### src/rtl/abl_pkg.sv
// abl_pkg: shared select encodings for the address-low block and microcode tables.
// Contents: base-select (op[4:2]) and addend-select (op[1:0]) localparams, constant operands.
// Optional feature macro ABL_DEC_EN is consumed in abl.sv; encodings here are unconditional.
package abl_pkg;

  // Base select, op[4:2]
  localparam logic [2:0] BASE_ABL  = 3'b000;
  localparam logic [2:0] BASE_PCL  = 3'b001;
  localparam logic [2:0] BASE_DB   = 3'b010;
  localparam logic [2:0] BASE_AHL  = 3'b011;
  localparam logic [2:0] BASE_REG  = 3'b100;
  localparam logic [2:0] BASE_ZERO = 3'b101;
  localparam logic [2:0] BASE_ONES = 3'b110;
  localparam logic [2:0] BASE_ZER2 = 3'b111;

  // Addend select, op[1:0]
  localparam logic [1:0] ADD_ZERO = 2'b00;
  localparam logic [1:0] ADD_REG  = 2'b01;
  localparam logic [1:0] ADD_DB   = 2'b10;
  localparam logic [1:0] ADD_ONES = 2'b11;

  localparam logic [7:0] BYTE_ZERO = 8'h00;
  localparam logic [7:0] BYTE_ONES = 8'hFF;

endpackage

### src/rtl/abl_add8.sv
// abl_add8: 8-bit ripple adder with carry in and carry out.
// Ports: i_a, i_b (8b operands), i_ci (carry in) -> o_sum (8b), o_co (carry out).
// Latency: purely combinational; no backpressure.
module abl_add8 (
  input  logic [7:0] i_a,
  input  logic [7:0] i_b,
  input  logic       i_ci,
  output logic [7:0] o_sum,
  output logic       o_co
);

  logic [8:0] w_sum;

  assign w_sum = {1'b0, i_a} + {1'b0, i_b} + {8'h00, i_ci};
  assign o_sum = w_sum[7:0];
  assign o_co  = w_sum[8];

endmodule

### src/rtl/abl.sv
// abl: address-bus-low unit; base/addend muxes feed an 8-bit adder driving ADL/CO,
//   with ABL hold, AHL hold and PCL registers. Ports: clk, RST (sync, active low), op, CI,
//   ld_ahl, ld_pc, inc_pc, DB, REG in; ADL, CO, PCL, pcl_co out. Macro ABL_DEC_EN enables addend FF.
module abl
  import abl_pkg::*;
(
  input  logic       clk,
  input  logic       RST,
  input  logic [4:0] op,
  input  logic       CI,
  output logic       CO,
  input  logic       ld_ahl,
  input  logic       ld_pc,
  input  logic       inc_pc,
  output logic       pcl_co,
  output logic [7:0] PCL,
  output logic [7:0] ADL,
  input  logic [7:0] DB,
  input  logic [7:0] REG
);

  logic [7:0] r_abl;
  logic [7:0] r_ahl;
  logic [7:0] r_pcl;

  logic [7:0] w_base;
  logic [7:0] w_addend;
  logic [7:0] w_adl;
  logic       w_co;
  logic [7:0] w_inc_src;

  always_comb begin
    w_base = BYTE_ZERO;
    unique case (op[4:2])
      BASE_ABL:  w_base = r_abl;
      BASE_PCL:  w_base = r_pcl;
      BASE_DB:   w_base = DB;
      BASE_AHL:  w_base = r_ahl;   // old AHL even while ld_ahl is loading it
      BASE_REG:  w_base = REG;
      BASE_ZERO: w_base = BYTE_ZERO;
      BASE_ONES: w_base = BYTE_ONES;
      BASE_ZER2: w_base = BYTE_ZERO;
      default:   w_base = BYTE_ZERO;
    endcase
  end

  always_comb begin
    w_addend = BYTE_ZERO;
    unique case (op[1:0])
      ADD_ZERO: w_addend = BYTE_ZERO;
      ADD_REG:  w_addend = REG;
      ADD_DB:   w_addend = DB;
`ifdef ABL_DEC_EN
      ADD_ONES: w_addend = BYTE_ONES;
`else
      ADD_ONES: w_addend = BYTE_ZERO;
`endif
      default:  w_addend = BYTE_ZERO;
    endcase
  end

  abl_add8 u_add8 (
    .i_a   (w_base),
    .i_b   (w_addend),
    .i_ci  (CI),
    .o_sum (w_adl),
    .o_co  (w_co)
  );

  assign ADL = w_adl;
  assign CO  = w_co;

  // Load-then-increment: the increment applies to ADL when loading, else to PCL.
  assign w_inc_src = ld_pc ? w_adl : r_pcl;
  assign pcl_co    = inc_pc & (w_inc_src == BYTE_ONES);
  assign PCL       = r_pcl;

  always_ff @(posedge clk) begin
    if (!RST) begin
      r_abl <= BYTE_ZERO;
      r_ahl <= BYTE_ZERO;
      r_pcl <= BYTE_ZERO;
    end else begin
      r_abl <= w_adl;
      if (ld_ahl) begin
        r_ahl <= DB;
      end
      r_pcl <= w_inc_src + {7'b0, inc_pc};
    end
  end

endmodule

### config.mk
export PLATFORM = sky130hd
export DESIGN_NAME = abl
export DESIGN_NICKNAME = d
export VERILOG_FILES = /design/src/rtl/abl_pkg.sv /design/src/rtl/abl_add8.sv /design/src/rtl/abl.sv
export SDC_FILE = /design/constraint.sdc
export NUM_CORES = 1
export LEC_CHECK = 0
export ABC_AREA = 1
export CORE_ASPECT_RATIO = 1.75
export CORE_UTILIZATION = 49
export DETAILED_ROUTE_END_ITERATION = 6
export GPL_ROUTABILITY_DRIVEN = 1
export PLACE_DENSITY = 0.91
export SLEW_MARGIN = 10
export SYNTH_ARGS = -nofsm -noshare
export SYNTH_HDL_FRONTEND = slang
export SYNTH_SLANG_ARGS = --single-unit
### constraint.sdc
create_clock -name clk -period 6.6 [get_ports clk]
set_input_delay 1.98 -clock clk [delete_from_list [all_inputs] [get_ports clk]]
set_output_delay 1.98 -clock clk [all_outputs]
set_load 0.05 [all_outputs]
After elaboration in Yosys (flattened, before gate mapping)
Cells that the tools add are included.
{"block": "op_classes", "addsub": 3, "eq_ne": 11, "muxes": 3, "bitwise_logic": 1, "reduce_logical": 4}
{"cell": "$pmux W8 S7", "count": 1}
{"cell": "$pmux W8 S3", "count": 1}
{"cell": "$eq A3 B3 Y1 const B", "count": 4}
{"cell": "$add A8 B8 Y9", "count": 1}
{"cell": "$add A9 B1 Y9", "count": 1}
{"cell": "$add A8 B1 Y8", "count": 1}
{"cell": "$eq A8 B8 Y1 const B", "count": 1}
{"cell": "$mux W8", "count": 1}
{"cell": "$eq A3 B2 Y1 const B", "count": 2}
{"cell": "$eq A2 B2 Y1 const B", "count": 2}
{"cell": "$reduce_or A2 Y1", "count": 2}
{"cell": "$eq A3 B1 Y1 const B", "count": 1}
{"cell": "$logic_not A3 Y1", "count": 1}
{"cell": "$eq A2 B1 Y1 const B", "count": 1}
{"cell": "$logic_not A2 Y1", "count": 1}
{"cell": "$and A1 B1 Y1", "count": 1}
{"block": "word_totals", "reg_bits": 24, "inputBits": 27, "out_inout_bits": 18}

Longest topological paths before layout
Gate-level depths: netlist of run 1.
{"block": "depth", "depth_word": 8, "ltp_mapped": 21}

Hierarchy
Synthesis of run 1 repeated with hierarchy kept, for this count alone.
{"block": "unflattened", "hier_cells": 287, "hier_area_um2": 1851.8}
{"module": "abl", "n_inst": 1, "cells_per_inst": 228, "area_each_um2": 1467.7, "seq_area_each_um2": 480.5}
{"module": "abl_add8", "n_inst": 1, "cells_per_inst": 59, "area_each_um2": 384.1, "seq_area_each_um2": 0.0}

Worst setup path after synthesis of run 1
OpenSTA, ideal clock, no wires.
{"block": "synth_path", "kind": "input to output", "from": "input op[1]", "to": "output pcl_co", "t_arrival_ps": 4842, "slack_ps": -222, "cell_stages": 13, "path_buffers": 1, "cell_sequence": "inv_1 -> or2_2 -> clkbuf_1 -> o21ai_0 -> fa_1 -> inv_1 -> fa_1 -> o21ai_4 -> nand3_4 -> nand3b_1 -> nor3_1 -> nand3_1 -> nor2_1"}
{"block": "synth_via", "elab_chain_len": 8, "elab_cells_between_ends": 11}
{"item": "start: declaration", "line_no": "abl.sv:9", "source": "input logic [4:0] op,"}
{"item": "$eq A2 B2 Y1 / $logic_not A2 Y1 (equally long branches)", "line_no": "abl.sv:49", "source": "unique case (op[1:0])"}
{"item": "$reduce_or A2 Y1 (no source line)"}
{"item": "$pmux W8 S3 (*)", "line_no": "abl.sv:49"}
{"item": "$add A8 B8 Y9 (*)", "line_no": "abl_add8.sv:14", "source": "assign w_sum = {1'b0, i_a} + {1'b0, i_b} + {8'h00, i_ci};"}
{"item": "$add A9 B1 Y9 (*)", "line_no": "abl_add8.sv:14"}
{"item": "$mux W8 (*)", "line_no": "abl.sv:74", "source": "assign w_inc_src = ld_pc ? w_adl : r_pcl;"}
{"item": "$eq A8 B8 Y1 (*)", "line_no": "abl.sv:75", "source": "assign pcl_co = inc_pc & (w_inc_src == BYTE_ONES);"}
{"item": "$and A1 B1 Y1 (*)", "line_no": "abl.sv:75"}
{"item": "end: declaration", "line_no": "abl.sv:15", "source": "output logic pcl_co,"}
Mark *: on every way between the ends. The rest lies on a longest branch, timed or not.

Worst setup path after layout of run 1
{"block": "layout_path", "from": "input op[4]", "to": "output pcl_co"}
{"block": "layout_via", "elab_chain_len": 8, "elab_cells_between_ends": 15}
{"item": "$eq A3 B3 Y1", "line_no": "abl.sv:34", "source": "unique case (op[4:2])"}
{"item": "$reduce_or A2 Y1 (no source line)"}
{"item": "$pmux W8 S7 (*)", "line_no": "abl.sv:34"}
{"item": "$add A8 B8 Y9 (*)", "line_no": "abl_add8.sv:14"}
{"item": "$add A9 B1 Y9 (*)", "line_no": "abl_add8.sv:14"}
{"item": "$mux W8 (*)", "line_no": "abl.sv:74"}
{"item": "$eq A8 B8 Y1 (*)", "line_no": "abl.sv:75"}
{"item": "$and A1 B1 Y1 (*)", "line_no": "abl.sv:75"}
Marks and branches as above.

==> results of run 1 <==
## report_power, final
| group | internal, mW | switching, mW | leakage [nW] |
|---|---|---|---|
| Clock | 0.0534 | 0.0513 | 0.0288 |
| Sequential | 0.163 | 0.0136 | 0.199 |
| Combinational | 0.171 | 0.222 | 1.24 |
## metal layers
metal  wire length (um)  global-route usage (%)  up-vias  share of wire, %
met5                  0                   3.333        -                 0
met4                788                   32.22        0               9.7
met3                820                   14.13       86                10
met2               3943                   66.76      200                48
met1               2604                   39.44     1160                32
li1                   -                       -     1098                 -
## synth_stat cells (2+ instances only)
library cell / number / area share (%)
o22ai_1: 5 / 1.7
o21ai_1: 2 / 0.55
nand2_1: 61 / 13
nor2_1: 24 / 5.0
inv_1: 43 / 8.9
nand4_1: 3 / 1.0
a21oi_1: 28 / 7.7
nand3_1: 23 / 6.3
o221ai_1: 2 / 0.96
nand2_2: 2 / 0.69
nor3_2: 2 / 1.1
nand3_2: 3 / 1.7
or2_2: 2 / 0.69
clkbuf_1: 3 / 0.62
dfxtp_1: 24 / 26
inv_2: 3 / 0.62
nor2_4: 2 / 1.2
ha_1: 10 / 6.9
fa_1: 2 / 2.2
a31oi_1: 4 / 1.4
o21ai_0: 13 / 3.6
a22oi_1: 3 / 1.2
## metrics by stage
stage	TNS [ns]	total power, mW	utilization (%)	instances
2_1_floorplan	0	0.3619	-	278
3_3_place_gp	-0.3713	0.5199	77.89	403
3_5_place_dp	-0.6403	0.5272	77.89	403
4_1_cts	0	0.6450	82.43	412
5_1_grt	-0.2895	0.7074	84.42	413
6_report	-0.1274	0.6747	84.42	413
## kinds of logic (layout without fill, tap and decap cells)
kind of cell / after synthesis / in the layout / share of synthesized area [%]
simple gates: 128 / 128 / 33.13
buf+inv: 51 / 141 / 11.02
fa+ha+maj: 12 / 12 / 9.091
flops: 24 / 24 / 26.45
compound gates: 63 / 63 / 20.32
## repair_timing
action	in CTS	in global routing
pin swaps	12	12
hold buffers	0	0
buffers inserted	6	1
gates resized for setup	34	19
endpoints found under the setup margin	5	5
gates cloned	0	0
## final timing paths
| kind | start | end | slack (ns) | depth (start not counted) |
|---|---|---|---|---|
| hold reg to reg | r_ahl[7]$_SDFFE_PN0P_ | r_ahl[7]$_SDFFE_PN0P_ | 0.53 | 2 |
| setup / recovery | op[4] | pcl_co | -0.13 | 22 |
| setup reg to reg | r_ahl[0]$_SDFFE_PN0P_ | PCL[6]$_SDFF_PN0_ | 3.51 | 18 |
| hold / removal | r_ahl[7]$_SDFFE_PN0P_ | r_ahl[7]$_SDFFE_PN0P_ | 0.53 | 2 |
## tightest hold or removal path, delay by kind of cell, from the launching register on
kind,cells,cell delay [ns]
AO/OA/AOI/OAI,2,0.17
flip-flops,1,0.32
## sequential cells by signal, summed over array words and instances (netlist names)
name,flops
PCL,8
r_abl,8
r_ahl,8
## cell type report
cell class / instances / area, um2
fill: 190 / 540.5
inverter: 46 / 172.7
clock buffer: 4 / 55.05
timing repair buffer: 91 / 908.4
tap: 45 / 56.30
sequential: 24 / 480.5
multi-input combinational: 203 / 1255
==> impl_metrics.toml, run 1 <==
[placement]
placed_cell_area_um2 = 2701
hpwl_um = 4646
gp_congestion = 0.8788
io_buffers = 44
dpl_worst_slack_ns = -0.4833

[sta]
tightest_slew_ns = 0.7972
final-hold-violation-count = 0
grt_setup_unrepaired = "yes"
holdWs_ns = 0.5325
clock-skew-final_ns = 0.004062
period_minus_slack_ns = 6.727
slew_headroom_pct = 46.68
post-route-period-util_pct = 101.9
setup_viol = 1
max_clock_freq_mhz = 148.6
setup_ws_ns = -0.1274
slew_violations = 0

[run_status]
violations = "negative setup slack"
outcome = "complete, but fails checks"

[setup_path]
cp_max_fo = 6
worstPathRequired_ns = 4.62
crit_type = "input port to primary output"
cp_cell_sequence = "buf_2 > buf_6 > nand2_4 > nand2_2 > buf_4 > buf_4 > a21oi_2 > o221ai_1 > a21oi_1 > nor2_1 > ha_4 > nand2_1 > nand2_1 > inv_2 > nand2_1 > nand2_1 > nand3_1 > o21ai_2 > nor3_2 > nand3_2 > nor2_4 > buf_12"
cp-start-kind = "input port"
arrival_ns = 4.75
crit_path_end_kind = "primary output"
crit_buf_inv = 6
cp_common_cell = "nand2_1"
cp_slowest_cell = "ha_4"
critPathTopFamily = "simple AND/OR/NAND/NOR gates"
critPathMaxStageDelay_ns = 0.32

[drt]
ant_nets = 0
firstDrtPassIters = 5
vias_per_cell = 6.160
drcViolationCount = 0
wire_per_inst_um = 19.75
via_count = 2544
wl_um = 8156
drt_iter0_markers = 167

[synth]
synth_seq_cells = 24
seq_area_frac_synth_pct = 26.45
syn_inst = 278
synthArstFlopShare_pct = 0
syn_area_um2 = 1817
syn_nets = 317
dominantRegCellSynth = "dfxtp_1"
synth-edff-count = 0
avgSynthCellArea_um2 = 6.535
ys.warnings.count = 0
ys_types = 36

[clock_network]
cts_buffer_depth = 2
cts-buffers-inserted = 3
cts.sinks = 24
cts_root_buf = "clkbuf_8"
cts-htree-levels = 1
clkLatencyLatePin_ns = 0.27
cts_tree = "done"
path_clk_slew_ns = 0.09

[power]
p_per_area_nw_per_um2 = 230.4
ir_worst_vdd_mv = 0.2417
p_leak_nw = 1.465

[finish]
antenna-diode-count = 0
drive_above_1_share_pct = 29.08
stdcell_area_um2 = 2928
final_common_cell = "nand2_1"
most-common-layout-cells = "nand2_1, buf_4, inv_1, clkdlybuf4s50_1, a21oi_1"
fin_nets = 408
syn_to_final_growth_pct = 61.16

[run]
drv_cap = 0

[global_routing]
antenna_found_initial = 0
groute.usage.overall_pct = 41.05
grt_max_degree = 19
grt_pass1_wl_um = 11160
gr-total-overflow = 0
grt_pass1_vias = 2365

[die]
start_util_pct = 52.38
rows = 28
fp.dieArea_um2 = 3965
die_w_um = 48.03
die_h_um = 82.55
core_area_um2 = 3468
ios = 45

[hold_path]
min_path_type = "register to register"
Power figures use the tool's default switching activity.
==> run 2, diff against run 1 <==
- ABC_CLOCK_PERIOD_IN_PS: not set -> 6600
==> results of run 2 <==
Same layout as run 1: the final DEF is identical, and so are final timing and power.
